--- config.mk ---
export PLATFORM = sky130hd
export DESIGN_NAME = univ_shiftreg_flat
export DESIGN_NICKNAME = d
export VERILOG_FILES = /design/src/rtl/univ_shiftreg_if.sv /design/src/rtl/univ_shiftreg.sv /design/src/flat_wrapper.sv
export SDC_FILE = /design/constraint.sdc
export NUM_CORES = 1
export LEC_CHECK = 0
export ABC_AREA = 1
export BUFFER_PORTS_ARGS = -buffer_cell sky130_fd_sc_hd__buf_2
export CAP_MARGIN = 20
export CELL_PAD_IN_SITES_DETAIL_PLACEMENT = 2
export CELL_PAD_IN_SITES_GLOBAL_PLACEMENT = 2
export CORE_MARGIN = 1.5
export CORE_UTILIZATION = 30
export DETAILED_ROUTE_END_ITERATION = 8
export PLACE_DENSITY = 0.82
export SKIP_LAST_GASP = 1
export SLEW_MARGIN = 20
export SYNTH_ARGS = -nofsm -noshare
export SYNTH_HDL_FRONTEND = slang
export SYNTH_SLANG_ARGS = --single-unit
--- constraint.sdc ---
create_clock -name clk -period 2.5 [get_ports clk]
set_input_delay 0.5 -clock clk [delete_from_list [all_inputs] [get_ports clk]]
set_output_delay 0.5 -clock clk [all_outputs]
set_load 0.05 [all_outputs]
--- src/rtl/univ_shiftreg_if.sv ---
// Bus bundle for the universal shift register.
// Master drives control and data; slave returns register state.
interface univ_shiftreg_if #(
    parameter int WIDTH = 4,
    parameter int CNT_W = 8
);
    logic             load_en;
    logic [WIDTH-1:0] load;
    logic             shift_en;
    logic [1:0]       mode;
    logic             shift_in;
    logic             burst_start;
    logic [CNT_W-1:0] burst_len;
    logic [WIDTH-1:0] regout;
    logic             shift_out;
    logic             busy;
    logic             done;

    modport master (
        output load_en, load, shift_en, mode, shift_in,
        output burst_start, burst_len,
        input  regout, shift_out, busy, done
    );

    modport slave (
        input  load_en, load, shift_en, mode, shift_in,
        input  burst_start, burst_len,
        output regout, shift_out, busy, done
    );
endinterface

--- src/rtl/univ_shiftreg.sv ---
// Universal shift register: load, shift, rotate and
// counted autonomous bursts that pulse done on completion.
module univ_shiftreg #(
    parameter int WIDTH = 4,
    parameter int CNT_W = 8
) (
    input logic            clk,
    input logic            rst_n,
    univ_shiftreg_if.slave bus
);
    typedef enum logic {IDLE, BURST} state_e;

    state_e           state_q, state_d;
    logic [WIDTH-1:0] r_q, r_d;
    logic [CNT_W-1:0] cnt_q, cnt_d;
    logic [1:0]       bmode_q, bmode_d;
    logic             done_q, done_d;
    logic [1:0]       eff_mode;

    function automatic logic [WIDTH-1:0] shf(
        input logic [WIDTH-1:0] r,
        input logic [1:0]       m,
        input logic             si
    );
        logic [WIDTH-1:0] res;
        unique case (m)
            2'b00: res = {r[WIDTH-2:0], si};
            2'b01: res = {si, r[WIDTH-1:1]};
            2'b10: res = {r[WIDTH-2:0], r[WIDTH-1]};
            2'b11: res = {r[0], r[WIDTH-1:1]};
            default: res = r;
        endcase
        return res;
    endfunction

    // Mode is frozen for the whole burst
    assign eff_mode = (state_q == BURST) ? bmode_q : bus.mode;

    always_comb begin
        state_d = state_q;
        r_d     = r_q;
        cnt_d   = cnt_q;
        bmode_d = bmode_q;
        done_d  = 1'b0;
        unique case (state_q)
            IDLE: begin
                if (bus.load_en) begin
                    r_d = bus.load;
                end else if (bus.burst_start) begin
                    if (bus.burst_len != '0) begin
                        cnt_d   = bus.burst_len;
                        bmode_d = bus.mode;
                        state_d = BURST;
                    end else begin
                        done_d = 1'b1;
                    end
                end else if (bus.shift_en) begin
                    r_d = shf(r_q, bus.mode, bus.shift_in);
                end
            end
            BURST: begin
                if (bus.load_en) begin
                    r_d     = bus.load;
                    cnt_d   = '0;
                    state_d = IDLE;
                end else begin
                    r_d   = shf(r_q, bmode_q, bus.shift_in);
                    cnt_d = cnt_q - 1'b1;
                    if (cnt_q == 1) begin
                        state_d = IDLE;
                        done_d  = 1'b1;
                    end
                end
            end
            default: state_d = IDLE;
        endcase
    end

    always_ff @(posedge clk or negedge rst_n) begin
        if (!rst_n) begin
            state_q <= IDLE;
            r_q     <= '0;
            cnt_q   <= '0;
            bmode_q <= 2'b00;
            done_q  <= 1'b0;
        end else begin
            state_q <= state_d;
            r_q     <= r_d;
            cnt_q   <= cnt_d;
            bmode_q <= bmode_d;
            done_q  <= done_d;
        end
    end

    assign bus.regout    = r_q;
    assign bus.busy      = (state_q == BURST);
    assign bus.done      = done_q;
    assign bus.shift_out = eff_mode[0] ? r_q[0] : r_q[WIDTH-1];
endmodule

--- src/flat_wrapper.sv ---
// flat-port wrapper written by rule: the top's interface ports become plain ports
module univ_shiftreg_flat 
#(
    parameter int WIDTH = 4,
    parameter int CNT_W = 8
)
  (clk, rst_n, bus_load_en, bus_load, bus_shift_en, bus_mode, bus_shift_in, bus_burst_start, bus_burst_len, bus_regout, bus_shift_out, bus_busy, bus_done);
  univ_shiftreg_if #(.WIDTH(WIDTH), .CNT_W(CNT_W)) bus_i ();
  input logic clk;
  input logic rst_n;
  input wire logic [$bits(bus_i.load_en)-1:0] bus_load_en;
  input wire logic [$bits(bus_i.load)-1:0] bus_load;
  input wire logic [$bits(bus_i.shift_en)-1:0] bus_shift_en;
  input wire logic [$bits(bus_i.mode)-1:0] bus_mode;
  input wire logic [$bits(bus_i.shift_in)-1:0] bus_shift_in;
  input wire logic [$bits(bus_i.burst_start)-1:0] bus_burst_start;
  input wire logic [$bits(bus_i.burst_len)-1:0] bus_burst_len;
  output wire logic [$bits(bus_i.regout)-1:0] bus_regout;
  output wire logic [$bits(bus_i.shift_out)-1:0] bus_shift_out;
  output wire logic [$bits(bus_i.busy)-1:0] bus_busy;
  output wire logic [$bits(bus_i.done)-1:0] bus_done;
  assign bus_i.load_en = bus_load_en;
  assign bus_i.load = bus_load;
  assign bus_i.shift_en = bus_shift_en;
  assign bus_i.mode = bus_mode;
  assign bus_i.shift_in = bus_shift_in;
  assign bus_i.burst_start = bus_burst_start;
  assign bus_i.burst_len = bus_burst_len;
  assign bus_regout = bus_i.regout;
  assign bus_shift_out = bus_i.shift_out;
  assign bus_busy = bus_i.busy;
  assign bus_done = bus_i.done;
  univ_shiftreg #(.WIDTH(WIDTH), .CNT_W(CNT_W)) u_core (.clk(clk), .rst_n(rst_n), .bus(bus_i));
endmodule
Word level (Yosys, flattened, before mapping)
Index checks and enable logic that the tools add are counted.
- bits in registers: 16
- input port bits: 20
- output and inout bits: 7
- logic and storage cells: 52
- add/sub/neg operators: 1
- eq/ne operators: 12
- mux-type cells: 26
- bitwise logic cells: 2
- reduce and logical (&&, ||, !) cells: 6
- operator list (operator ; count):
    $mux 8 ; 4
    $pmux 4 s4 ; 2
    $mux 4 ; 4
    $pmux 8 s2 ; 1
    $mux 1 ; 12
    $eq 2x2->1 const B ; 4
    $eq 8x1->1 const B ; 1
    $pmux 4 s2 ; 1
    $reduce_bool 8->1 ; 1
    $sub 8x1->8 const B ; 1
    $ne 3x3->1 const B ; 2
    $eq 2x1->1 const B ; 2
    $logic_not 2->1 ; 2
    $ne 2x2->1 const B ; 2
    $pmux 1 s2 ; 2
    $reduce_and 4->1 ; 1
    $reduce_and 3->1 ; 1
    $ne 2x1->1 const B ; 1
    $not 1->1 ; 2
    $reduce_and 2->1 ; 1

Logic depth before layout (Yosys ltp)
- word-level depth: 6
- depth in mapped cells: 8
- gate-level depth less buffers: 8

Worst setup path before layout
OpenSTA, ideal clock, no wires.
- kind: reg2out
- from: register u_core.state_q, in the netlist u_core.bus.busy
- to: output bus_shift_out
- arrival time: 1999 ps
- required time: 2000 ps
- path slack: 1 ps
- stages on the path, launching flop included: 3
- path buffers: 0
- path through: dfrtp_1 o21ai_0 o21ai_0
- cells in the longest elaborated chain, start to end: 2
- RTL lines (what ; RTL line ; source):
    start, declared ; univ_shiftreg.sv:13 ; state_e state_q, state_d;
    start signal, assigned ; univ_shiftreg.sv:87 ; state_q <= state_d;
    $mux 1 ; univ_shiftreg.sv:37 ; assign eff_mode = (state_q == BURST) ? bmode_q : bus.mode;
    $mux 1 ; univ_shiftreg.sv:98 ; assign bus.shift_out = eff_mode[0] ? r_q[0] : r_q[WIDTH-1];
    end, declared ; flat_wrapper.sv:19 ; output wire logic [$bits(bus_i.shift_out)-1:0] bus_shift_out;
Every way passes these cells.

Final worst setup path
- from: input bus_mode[0]
- to: output bus_shift_out
- cells in the longest elaborated chain, start to end: 2
- RTL lines (what ; RTL line ; source):
    start, declared ; flat_wrapper.sv:14 ; input wire logic [$bits(bus_i.mode)-1:0] bus_mode;
    $mux 1 ; univ_shiftreg.sv:37 ;
    $mux 1 ; univ_shiftreg.sv:98 ;
Every way passes these cells.

==> results.sh <==
export IMPL_drtIter0Drc=30
export IMPL_worstSetupPathType="primary input to output port"
export IMPL_startpoint_type="primary input"
export IMPL_synthDistinctLibCells=20
export IMPL_worst_hold_slack_ns=0.160
export IMPL_internal_power_uw=574
export IMPL_p_seq_share_pct=37.2
export IMPL_cts_setup_buffers=0
export IMPL_syn_area_um2=1160
export IMPL_status="complete, no violations"
export IMPL_drc=0
export IMPL_rr_endpoint="u_core.cnt_q[2]$_DFFE_PN0P_"
export IMPL_cts_root_buf="clkbuf_8"
export IMPL_cp_data_arrival_time_ns=1.39
export IMPL_timing_slew_headroom_pct=65.0
export IMPL_ir_drop_mv=0.318
export IMPL_yosysMostFrequentCell="nand2_1"
export IMPL_drv_cap=0
export IMPL_routed_wl_mm=3.96
export IMPL_yosys_top_cells_count="nand2_1 (61), inv_1 (22), nor2_1 (18)"
export IMPL_period_share_pct=75.5
export IMPL_ctsResizeCount=0
export IMPL_end_kind="output port"
export IMPL_die_y_um=65.1
export IMPL_cts_tree="yes"
export IMPL_hold_viol_final=0
export IMPL_ys_seq_elements=16
export IMPL_netlist_instances=177
export IMPL_antenna_found_initial=0
export IMPL_p_comb_share_pct=40.6
export IMPL_setup_violations=0
export IMPL_track_usage_pct=21.0
export IMPL_cts_buffers=3
export IMPL_critPathMaxFanout=7
export IMPL_path_clk_slew_ns=0.06
export IMPL_p_per_area_nw_per_um2=762
export IMPL_synthTopCellsByArea="dfrtp_1 (35%), nand2_1 (20%), inv_1 (7.1%)"
export IMPL_detail_route_antenna_nets=0
export IMPL_overflow=0
export IMPL_place_gp_congestion=0.858
export IMPL_skew_ns=0.000866
export IMPL_p_sw_uw=466
export IMPL_cts_hold_buf=0
export IMPL_die_area_um2=4240
export IMPL_cts_buffer_depth=2
export IMPL_worstPathCellList="buf_2 > inv_1 > o21ai_0 > nand2_1 > o21ai_0 > buf_2"
export IMPL_timing_setup_tns_ns=0
export IMPL_dp_hpwl_mm=3.25
export IMPL_synth_edf_count=0
export IMPL_clkPwrFrac_pct=22.2
export IMPL_ys_async_sr_fraction_pct=100
export IMPL_h_tree_depth=1
export IMPL_pin_count=27
export IMPL_clock_sinks=16
export IMPL_synthToLayoutAreaGrowth_pct=18.1
export IMPL_drt_vias_per_instance=5.08
export IMPL_rows=22
export IMPL_slowest_stage="buf_2"
export IMPL_grt_pass1_wl_mm=6.68
export IMPL_n_antenna_cell=0
export IMPL_finalNetCount=225
export IMPL_reg2regPathDepth=6
export IMPL_synth_main_ff_cell="dfrtp_1"
export IMPL_syn_nets=199
export IMPL_drive_gt1_share_pct=17.3
export IMPL_vias=1269
export IMPL_hold_path_class="primary input to asynchronous set/reset pin"
export IMPL_cp_required_ns=2.00
export IMPL_cp_endpoint="bus_shift_out"
export IMPL_rsz0062_at_grt="false"
export IMPL_first_global_vias=1360
export IMPL_crit_start="bus_mode[0]"
export IMPL_ff2ff_setup_slack_ns=0.80
export IMPL_switching_share_pct=44.8
export IMPL_synth_area_per_cell_um2=6.53
export IMPL_max_stage_delay_ns=0.28
export IMPL_nFillCells=477
export IMPL_wl_per_cell_um=15.8
export IMPL_max_freq_mhz=529
export IMPL_grt_max_degree=17
export IMPL_drv_slew=0
export IMPL_yosysTopAreaCellShare_pct=34.6
export IMPL_portBuffers=26
export IMPL_die_w_um=65.1
export IMPL_regToRegStartpoint="u_core.bus.busy$_DFF_PN0_"
export IMPL_tightest_slew_ns=0.524
export IMPL_ys_warn_count=0
export IMPL_p_leak_nw=0.716
export IMPL_seq_area_frac_synth_pct=34.6
export IMPL_min_period_ns=1.89
export IMPL_clk_latency_ns=0.25
export IMPL_start_util_pct=31.3
export IMPL_core_area_um2=3690
export IMPL_detail_route_first_pass_iterations=4
export IMPL_synth_top_area_cell="dfrtp_1"
-- worst max-delay path, delay by kind of cell --
kind | cells | cell delay (ns)
AND/OR/NAND/NOR | 1 | 0.07
AO/OA/AOI/OAI | 2 | 0.28
buffers and inverters | 3 | 0.54
-- power by group through the flow --
| stage | Clock (mW) | Sequential (mW) | Combinational (mW) |
|---|---|---|---|
| after floorplan | 0 | 0.417 | 0.260 |
| after global placement | 0 | 0.386 | 0.399 |
| after detailed placement | 0 | 0.390 | 0.425 |
| after CTS | 0.239 | 0.386 | 0.427 |
| after global routing | 0.250 | 0.396 | 0.479 |
| final | 0.231 | 0.387 | 0.422 |
-- state kept, by name, indices dropped and copies added, names as in the netlist --
register and flops:
u_core.cnt_q 8, u_core.bus.busy 1, u_core.bus.regout 4, u_core.bmode_q 2
u_core.bus.done 1
-- layout make-up --
type | count | area (um2) | area share, %
sequential | 16 | 400 | 29.3
clock buffer | 4 | 55.1 | 4.03
inverter | 22 | 82.6 | 6.05
timing repair buffer | 26 | 130 | 9.53
multi-input combinational | 134 | 637 | 46.7
tap | 48 | 60.1 | 4.40
-- metrics by stage --
stage	utilization [%]	cell area, um2	cells	setup slack, ns	power [mW]
final	37.0	1370	250	0.611	1.04
after floorplan	-	1160	177	0.00120	0.677
after global routing	37.0	1370	250	0.494	1.12
after CTS	37.0	1370	250	0.589	1.05
after global placement	35.5	1310	246	0.628	0.786
after detailed placement	35.5	1310	246	0.567	0.816
-- metal layers --
| layer | share of wire, % | GRT usage, % |
|---|---|---|
| met1 | 47 | 27.1 |
| met2 | 49 | 35.7 |
| met3 | 2.5 | 3.82 |
| met4 | 0.93 | 5.99 |
| met5 | 0 | 0 |
-- placed cells by master (no fill, tap or decap), drive strengths merged --
cell / Yosys / final
a21oi: 9 / 9
a31oi: 2 / 2
buf: 5 / 26
clkbuf: 0 / 4
dfrtp: 16 / 16
ha: 2 / 2
inv: 22 / 22
nand2: 61 / 61
nand3: 13 / 13
nand3b: 1 / 1
nand4: 5 / 5
nor2: 19 / 19
o211ai: 6 / 6
o21ai: 14 / 14
o22ai: 1 / 1
or2: 1 / 1
-- cell families after synthesis --
family	synth area share [%]
DFF	34.6
AOI/OAI and AO/OA	16.8
and+or+nand+nor	36.1
adders and majority gates	2.16
buffers and inverters	10.3
-- how the worst min path moves through the flow --
stage / from / to / depth (start not counted)
global placement: rst_n / u_core.cnt_q[0]$_DFFE_PN0P_ / 1
finish: rst_n / u_core.cnt_q[0]$_DFFE_PN0P_ / 1
floorplan: rst_n / u_core.bmode_q[0]$_DFFE_PN0P_ / 0
CTS: rst_n / u_core.cnt_q[0]$_DFFE_PN0P_ / 1
detailed placement: rst_n / u_core.cnt_q[0]$_DFFE_PN0P_ / 1
global route: rst_n / u_core.cnt_q[0]$_DFFE_PN0P_ / 1
(Power assumes the default switching activity.)
